<file path="config.mk">
export PLATFORM = sky130hd
export DESIGN_NAME = clint_timer_flat
export DESIGN_NICKNAME = d
export VERILOG_FILES = /design/src/rtl/csr_def.sv /design/src/rtl/clint_timer_if.sv /design/src/rtl/clint_tick_gen.sv /design/src/rtl/clint_timer.sv /design/src/flat_wrapper.sv
export SDC_FILE = /design/constraint.sdc
export NUM_CORES = 1
export LEC_CHECK = 0
export BUFFER_PORTS_ARGS = -buffer_cell sky130_fd_sc_hd__buf_2
export CAP_MARGIN = 20
export CELL_PAD_IN_SITES_DETAIL_PLACEMENT = 0
export CELL_PAD_IN_SITES_GLOBAL_PLACEMENT = 2
export CORE_AREA = 8 8 263 138
export CTS_CLUSTER_SIZE = 14
export DETAILED_ROUTE_END_ITERATION = 7
export DIE_AREA = 0 0 271 146
export HOLD_SLACK_MARGIN = 0.08
export MAX_ROUTING_LAYER = met4
export PLACE_DENSITY = 0.76
export RECOVER_POWER = 50
export SYNTH_ARGS = -nofsm -noshare
export SYNTH_HDL_FRONTEND = slang
export SYNTH_SLANG_ARGS = --single-unit
</file>
<file path="constraint.sdc">
create_clock -name clk -period 2.33 [get_ports clk]
set_clock_uncertainty 0.15 [all_clocks]
set_input_delay 0 -clock clk [delete_from_list [all_inputs] [get_ports clk]]
set_output_delay 0 -clock clk [all_outputs]
set_load 0.01 [all_outputs]
</file>
<file path="src/rtl/csr_def.sv">
// Shared CSR/CLINT definitions: timer types, CLINT register offsets and a
// byte-lane merge helper used by the timer register file.
package csr_def;

    typedef logic [63:0] mtime_t;
    typedef logic [63:0] mtimecmp_t;

    localparam logic [15:0] CLINT_MSIP_OFF     = 16'h0000;
    localparam logic [15:0] CLINT_MTIMECMP_OFF = 16'h4000;
    localparam logic [15:0] CLINT_MTIME_OFF    = 16'hBFF8;
    localparam mtimecmp_t   MTIMECMP_INIT      = '1;

    typedef enum logic [2:0] {
        SEL_MSIP,
        SEL_CMP_LO,
        SEL_CMP_HI,
        SEL_TIME_LO,
        SEL_TIME_HI,
        SEL_NONE
    } reg_sel_e;

    function automatic logic [31:0] merge_wstrb(input logic [31:0] old_val,
                                                input logic [31:0] wdata,
                                                input logic [3:0]  wstrb);
        logic [31:0] res;
        for (int i = 0; i < 4; i++)
            res[8*i +: 8] = wstrb[i] ? wdata[8*i +: 8] : old_val[8*i +: 8];
        return res;
    endfunction

endpackage

</file>
<file path="src/rtl/clint_timer_if.sv">
// Request/response port of the CLINT timer register window.
interface clint_timer_if #(
    parameter int unsigned ADDR_W = 16
);
    logic              req_valid;
    logic              req_ready;
    logic              req_we;
    logic [ADDR_W-1:0] req_addr;
    logic [31:0]       req_wdata;
    logic [3:0]        req_wstrb;
    logic              resp_valid;
    logic              resp_ready;
    logic [31:0]       resp_rdata;
    logic              resp_err;

    modport master (
        output req_valid, req_we, req_addr, req_wdata, req_wstrb, resp_ready,
        input  req_ready, resp_valid, resp_rdata, resp_err
    );

    modport slave (
        input  req_valid, req_we, req_addr, req_wdata, req_wstrb, resp_ready,
        output req_ready, resp_valid, resp_rdata, resp_err
    );
endinterface

</file>
<file path="src/rtl/clint_tick_gen.sv">
// mtime prescaler: tick is high for one cycle every TICK_DIV core clocks
// (constantly high when TICK_DIV is 1).
module clint_tick_gen #(
    parameter int unsigned TICK_DIV = 1
) (
    input  logic clk,
    input  logic rst_n,
    output logic tick
);
    localparam int unsigned      CNT_W   = (TICK_DIV > 1) ? $clog2(TICK_DIV) : 1;
    localparam logic [CNT_W-1:0] CNT_MAX = CNT_W'(TICK_DIV - 1);

    logic [CNT_W-1:0] cnt_q, cnt_d;

    always_comb begin
        tick  = (cnt_q == CNT_MAX);
        cnt_d = tick ? '0 : cnt_q + CNT_W'(1);
    end

    always_ff @(posedge clk or negedge rst_n) begin
        if (!rst_n) cnt_q <= '0;
        else        cnt_q <= cnt_d;
    end
endmodule

</file>
<file path="src/rtl/clint_timer.sv">
// CLINT subset for one hart: mtime/mtimecmp/msip behind a request/response
// window, with registered mtip comparison and a one-deep response register.
module clint_timer
    import csr_def::*;
#(
    parameter int unsigned TICK_DIV = 1,
    parameter int unsigned ADDR_W   = 16
) (
    input  logic         clk,
    input  logic         rst_n,
    clint_timer_if.slave bus,
    output logic         mtip,
    output logic         msip,
    output mtime_t       mtime_o
);
    logic        tick;
    logic        accept, wr;
    reg_sel_e    sel;
    logic [31:0] rd_val;

    mtime_t      mtime_q, mtime_d;
    mtimecmp_t   mtimecmp_q, mtimecmp_d;
    logic        msip_q, msip_d;
    logic        mtip_q, mtip_d;
    logic        resp_valid_q, resp_valid_d;
    logic        resp_err_q, resp_err_d;
    logic [31:0] resp_rdata_q, resp_rdata_d;

    clint_tick_gen #(.TICK_DIV(TICK_DIV)) u_tick_gen (
        .clk  (clk),
        .rst_n(rst_n),
        .tick (tick)
    );

    assign bus.req_ready = !resp_valid_q || bus.resp_ready;
    assign accept        = bus.req_valid && bus.req_ready;
    assign wr            = accept && bus.req_we;

    // Exact offset matches; any misaligned or unmapped address faults.
    always_comb begin
        sel = SEL_NONE;
        if (bus.req_addr[1:0] == 2'b00) begin
            if      (bus.req_addr == ADDR_W'(CLINT_MSIP_OFF))             sel = SEL_MSIP;
            else if (bus.req_addr == ADDR_W'(CLINT_MTIMECMP_OFF))         sel = SEL_CMP_LO;
            else if (bus.req_addr == ADDR_W'(CLINT_MTIMECMP_OFF + 16'd4)) sel = SEL_CMP_HI;
            else if (bus.req_addr == ADDR_W'(CLINT_MTIME_OFF))            sel = SEL_TIME_LO;
            else if (bus.req_addr == ADDR_W'(CLINT_MTIME_OFF + 16'd4))    sel = SEL_TIME_HI;
        end
    end

    always_comb begin
        case (sel)
            SEL_MSIP:    rd_val = {31'b0, msip_q};
            SEL_CMP_LO:  rd_val = mtimecmp_q[31:0];
            SEL_CMP_HI:  rd_val = mtimecmp_q[63:32];
            SEL_TIME_LO: rd_val = mtime_q[31:0];
            SEL_TIME_HI: rd_val = mtime_q[63:32];
            default:     rd_val = 32'h0;
        endcase
    end

    always_comb begin
        // A write to either mtime word overrides the tick increment entirely.
        mtime_d = tick ? mtime_q + 64'd1 : mtime_q;
        if (wr && sel == SEL_TIME_LO)
            mtime_d = {mtime_q[63:32], merge_wstrb(mtime_q[31:0], bus.req_wdata, bus.req_wstrb)};
        if (wr && sel == SEL_TIME_HI)
            mtime_d = {merge_wstrb(mtime_q[63:32], bus.req_wdata, bus.req_wstrb), mtime_q[31:0]};

        mtimecmp_d = mtimecmp_q;
        if (wr && sel == SEL_CMP_LO)
            mtimecmp_d[31:0] = merge_wstrb(mtimecmp_q[31:0], bus.req_wdata, bus.req_wstrb);
        if (wr && sel == SEL_CMP_HI)
            mtimecmp_d[63:32] = merge_wstrb(mtimecmp_q[63:32], bus.req_wdata, bus.req_wstrb);

        msip_d = msip_q;
        if (wr && sel == SEL_MSIP && bus.req_wstrb[0])
            msip_d = bus.req_wdata[0];

        mtip_d = (mtime_q >= mtimecmp_q);

        resp_valid_d = resp_valid_q;
        resp_err_d   = resp_err_q;
        resp_rdata_d = resp_rdata_q;
        if (accept) begin
            resp_valid_d = 1'b1;
            resp_err_d   = (sel == SEL_NONE);
            resp_rdata_d = bus.req_we ? 32'h0 : rd_val;
        end else if (bus.resp_ready) begin
            resp_valid_d = 1'b0;
        end
    end

    always_ff @(posedge clk or negedge rst_n) begin
        if (!rst_n) begin
            mtime_q      <= '0;
            mtimecmp_q   <= MTIMECMP_INIT;
            msip_q       <= 1'b0;
            mtip_q       <= 1'b0;
            resp_valid_q <= 1'b0;
            resp_err_q   <= 1'b0;
            resp_rdata_q <= 32'h0;
        end else begin
            mtime_q      <= mtime_d;
            mtimecmp_q   <= mtimecmp_d;
            msip_q       <= msip_d;
            mtip_q       <= mtip_d;
            resp_valid_q <= resp_valid_d;
            resp_err_q   <= resp_err_d;
            resp_rdata_q <= resp_rdata_d;
        end
    end

    assign bus.resp_valid = resp_valid_q;
    assign bus.resp_err   = resp_err_q;
    assign bus.resp_rdata = resp_rdata_q;
    assign mtip           = mtip_q;
    assign msip           = msip_q;
    assign mtime_o        = mtime_q;
endmodule

</file>
<file path="src/flat_wrapper.sv">
// flat-port wrapper written by rule: the top's interface ports become plain ports
module clint_timer_flat import csr_def::*;
#(
    parameter int unsigned TICK_DIV = 1,
    parameter int unsigned ADDR_W   = 16
)
  (clk, rst_n, mtip, msip, mtime_o, bus_req_valid, bus_req_we, bus_req_addr, bus_req_wdata, bus_req_wstrb, bus_resp_ready, bus_req_ready, bus_resp_valid, bus_resp_rdata, bus_resp_err);
  clint_timer_if #(.ADDR_W(ADDR_W)) bus_i ();
  input  logic clk;
  input  logic rst_n;
  output logic mtip;
  output logic msip;
  output mtime_t mtime_o;
  input wire logic [$bits(bus_i.req_valid)-1:0] bus_req_valid;
  input wire logic [$bits(bus_i.req_we)-1:0] bus_req_we;
  input wire logic [$bits(bus_i.req_addr)-1:0] bus_req_addr;
  input wire logic [$bits(bus_i.req_wdata)-1:0] bus_req_wdata;
  input wire logic [$bits(bus_i.req_wstrb)-1:0] bus_req_wstrb;
  input wire logic [$bits(bus_i.resp_ready)-1:0] bus_resp_ready;
  output wire logic [$bits(bus_i.req_ready)-1:0] bus_req_ready;
  output wire logic [$bits(bus_i.resp_valid)-1:0] bus_resp_valid;
  output wire logic [$bits(bus_i.resp_rdata)-1:0] bus_resp_rdata;
  output wire logic [$bits(bus_i.resp_err)-1:0] bus_resp_err;
  assign bus_i.req_valid = bus_req_valid;
  assign bus_i.req_we = bus_req_we;
  assign bus_i.req_addr = bus_req_addr;
  assign bus_i.req_wdata = bus_req_wdata;
  assign bus_i.req_wstrb = bus_req_wstrb;
  assign bus_i.resp_ready = bus_resp_ready;
  assign bus_req_ready = bus_i.req_ready;
  assign bus_resp_valid = bus_i.resp_valid;
  assign bus_resp_rdata = bus_i.resp_rdata;
  assign bus_resp_err = bus_i.resp_err;
  clint_timer #(.TICK_DIV(TICK_DIV), .ADDR_W(ADDR_W)) u_core (.clk(clk), .rst_n(rst_n), .bus(bus_i), .mtip(mtip), .msip(msip), .mtime_o(mtime_o));
endmodule
</file>
==> flow_summary.toml <==
[clock_tree]
cts_root_buf = "clkbuf_16"
cts_buffer_depth = 2
cts_tree = "yes"
clk_pin_slew_ns = 0.07
worstSkewPairLatency_ns = 0.46
cts_buffers = 17
clock-sinks = 164
htreeDepth = 4

[die]
coreArea_mm2 = 0.0325
num_rows = 47
initial_core_util_pct = 31.6
die_w_um = 271
io_pins = 158
die_h_um = 146
dieArea_mm2 = 0.0396

[synth]
synth_seq_cells = 164
synth_edf_count = 0
mappedNetlistArea_mm2 = 0.0103
ys_warn_count = 0
ys_async_sr_fraction_pct = 100
syn_nets = 1207
synthCells = 1085
ys_types = 68
ys.flop_type = "dfrtp_1"
yosysSeqAreaShare_pct = 40.8
avgSynthCellArea_um2 = 9.46

[sta]
setup_tns_ns = -0.227
worstMarginPinSlew_ns = 1.66
hold_violations = 0
max_freq_mhz = 413
finalMaxSlewViolations = 23
period_needed_ns = 2.42
relSlewSlack_pct = -11.0
period_share_pct = 104
setup_violations = 3
setup_ws_ns = -0.0938
grt_setup_unrepaired = "yes"
worst_hold_slack_ns = 0.129

[finish]
fin_util_pct = 43.6
fin_nets = 1559
design_area_mm2 = 0.0142
area_growth_pct = 38.0
final_cell_mix = "buf_4, buf_2, nand2_1"
layout_commonest_cell = "buf_4"
drive_above_1_share_pct = 38.6

[critical_path]
max_stage_delay_ns = 0.54
cp.arrival_ns = 2.60
cp-start-kind = "flop"
cpLargestDelayFamily = "simple AND/OR/NAND/NOR gates"
crit_chain = "inv_1 > ha_1 > or4_4 > a21oi_4 > a2111oi_4 > o31a_1 > nor4_1 > o21ai_1"
crit_required_ns = 2.50
path_depth = 8
path_buf_inv = 1
cp_max_fo = 3
worst-r2r-cell-count = 8
crit_slowest_cell = "dfstp_2"
criticalPathCategory = "flop to flop"
end_kind = "flop"

[grt]
grt_pass1_wl_um = 64800
gr-usage-all-layers_pct = 21.8
grt.overflow.total = 0
grt_pass1_vias = 10000
grt_max_degree = 65
antenna_found_initial = 1

[run_status]
outcome = "complete, but fails checks"
violations = "capacitance limit, slew limit, setup timing"

[route]
wl_per_cell_um = 22.8
drt_iter0_markers = 1040
remaining_drc_errors = 0
routed_wirelength_um = 43100
final_antenna_net_count = 0
num_vias = 10400
drt-pass1-iter-count = 6
vias_per_cell = 5.50

[placed_design]
hpwlAfterDp_um = 32500
port_buffers = 157
place_area_mm2 = 0.0128
gp_congestion = 0.882

[pwr]
power_density_mw_per_mm2 = 454
peakVddDrop_uv = 519
power_w = 0.00643
p_leak_nw = 6.28

[flow_run]
drv_cap = 1

[min_path]
holdCritPathClass = "input pin to flop"
whs_path_depth = 6
final timing paths:
| kind | end | startpoint | slack [ns] |
|---|---|---|---|
| worst max-delay path | u_core.mtip$_DFF_PN0_ | u_core.mtimecmp_q[3]$_DFFE_PN1P_ | -0.09 |
| worst min-delay path | u_core.bus.resp_rdata[0]$_DFFE_PN0P_ | bus_req_addr[14] | 0.13 |
| worst max register to register | u_core.mtip$_DFF_PN0_ | u_core.mtimecmp_q[3]$_DFFE_PN1P_ | -0.09 |
| worst min register to register | u_core.bus.resp_rdata[6]$_DFFE_PN0P_ | u_core.bus.resp_rdata[6]$_DFFE_PN0P_ | 0.33 |
| max in group asynchronous | u_core.mtime_o[35]$_DFFE_PN0P_ | rst_n | 0.27 |
| min in group asynchronous | u_core.mtimecmp_q[26]$_DFFE_PN1P_ | rst_n | 0.96 |
synthesized netlist by cell type (4+ instances only):
library cell	count	area share [%]
a211oi_1	13	0.95
a21o_1	10	0.73
a21oi_1	81	3.9
a222oi_1	30	2.9
a22oi_1	4	0.29
a31oi_1	5	0.30
a41o_1	5	0.49
and2_1	5	0.30
and3_1	15	0.91
and3_2	4	0.29
and4_1	11	0.94
buf_6	4	0.44
clkbuf_1	44	1.6
dfrtp_1	100	24
dfstp_2	64	16
ha_1	65	7.9
inv_1	77	2.8
mux2_2	86	9.4
mux2i_1	10	0.98
nand2_1	113	4.1
nand2b_1	5	0.30
nand3_1	57	2.8
nand4_1	36	2.2
nor2_1	46	1.7
nor2b_1	4	0.24
nor3_1	11	0.54
nor4_1	11	0.67
o211ai_1	9	0.66
o21ai_0	78	3.8
o22a_1	4	0.34
o22ai_1	8	0.49
o31a_1	5	0.43
or2_2	4	0.24
or4_1	4	0.29
xor2_1	4	0.34
per-stage QoR:
| step | worst slack, ns | instances |
|---|---|---|
| after global placement | -0.344 | 1799 |
| after CTS | -0.0608 | 1885 |
| after detailed placement | -0.354 | 1799 |
| final | -0.0938 | 1892 |
| after global routing | -0.156 | 1892 |
| after floorplan | -0.0584 | 1085 |
sequential cells by signal (all words and copies together), names as in the netlist:
name                   cells
u_core.bus.resp_err        1
u_core.bus.resp_valid      1
u_core.mtime_o            64
u_core.msip                1
u_core.bus.resp_rdata     32
u_core.mtimecmp_q         64
u_core.mtip                1
cell families after synthesis:
| kind of cell | Yosys count | synth area share [%] |
|---|---|---|
| xor gates and xnor gates | 4 | 0.341 |
| and+or+nand+nor | 343 | 17.3 |
| AOI/OAI and AO/OA | 281 | 18.0 |
| buffers and inverters | 132 | 5.22 |
| DFF | 164 | 40.8 |
| muxes | 96 | 10.4 |
| adders and majority gates | 65 | 7.92 |
routing by layer:
metal | GRT usage [%] | up-vias | share of wire (%)
li1 | - | 4768 | -
met1 | 33.8 | 5199 | 52
met2 | 27.8 | 402 | 39
met3 | 5.12 | 34 | 8.0
met4 | 4.21 | 0 | 1.2
met5 | - | - | 0
worst register-to-register path, delay by kind of cell (launching register included):
family                     cells  cell delay [ns]
adders and majority gates      1             0.19
AOI/OAI and AO/OA              4             0.63
DFF                            1             0.54
and+or+nand+nor                2             0.74
buffers and inverters          1             0.04
final cells by class:
type / count / area (um^2)
Sequential cell: 164 / 4190
Antenna cell: 1 / 2.50
Tap cell: 441 / 552
Timing Repair Buffer: 388 / 2720
Inverter: 77 / 289
Fill cell: 3245 / 18400
Clock inverter: 14 / 130
Multi-Input combinational cell: 789 / 5840
Clock buffer: 18 / 439
timing repair:
action | 4_1_cts | 5_1_grt
endpoints found under the setup margin | 17 | 43
endpoints found under the hold margin | 283 | 0
gates resized for setup | 29 | 34
hold buffers | 45 | 0
buffers inserted | 10 | 7
pin swaps | 13 | 28
power by group:
group | internal [W] | total, W | leakage, nW | switching (W)
logic | 0.000278 | 0.000645 | 4.10 | 0.000367
clock network | 0.00145 | 0.00287 | 0.270 | 0.00143
registers | 0.00287 | 0.00291 | 1.91 | 0.0000335
No activity file was read; power rests on OpenSTA's default activity.
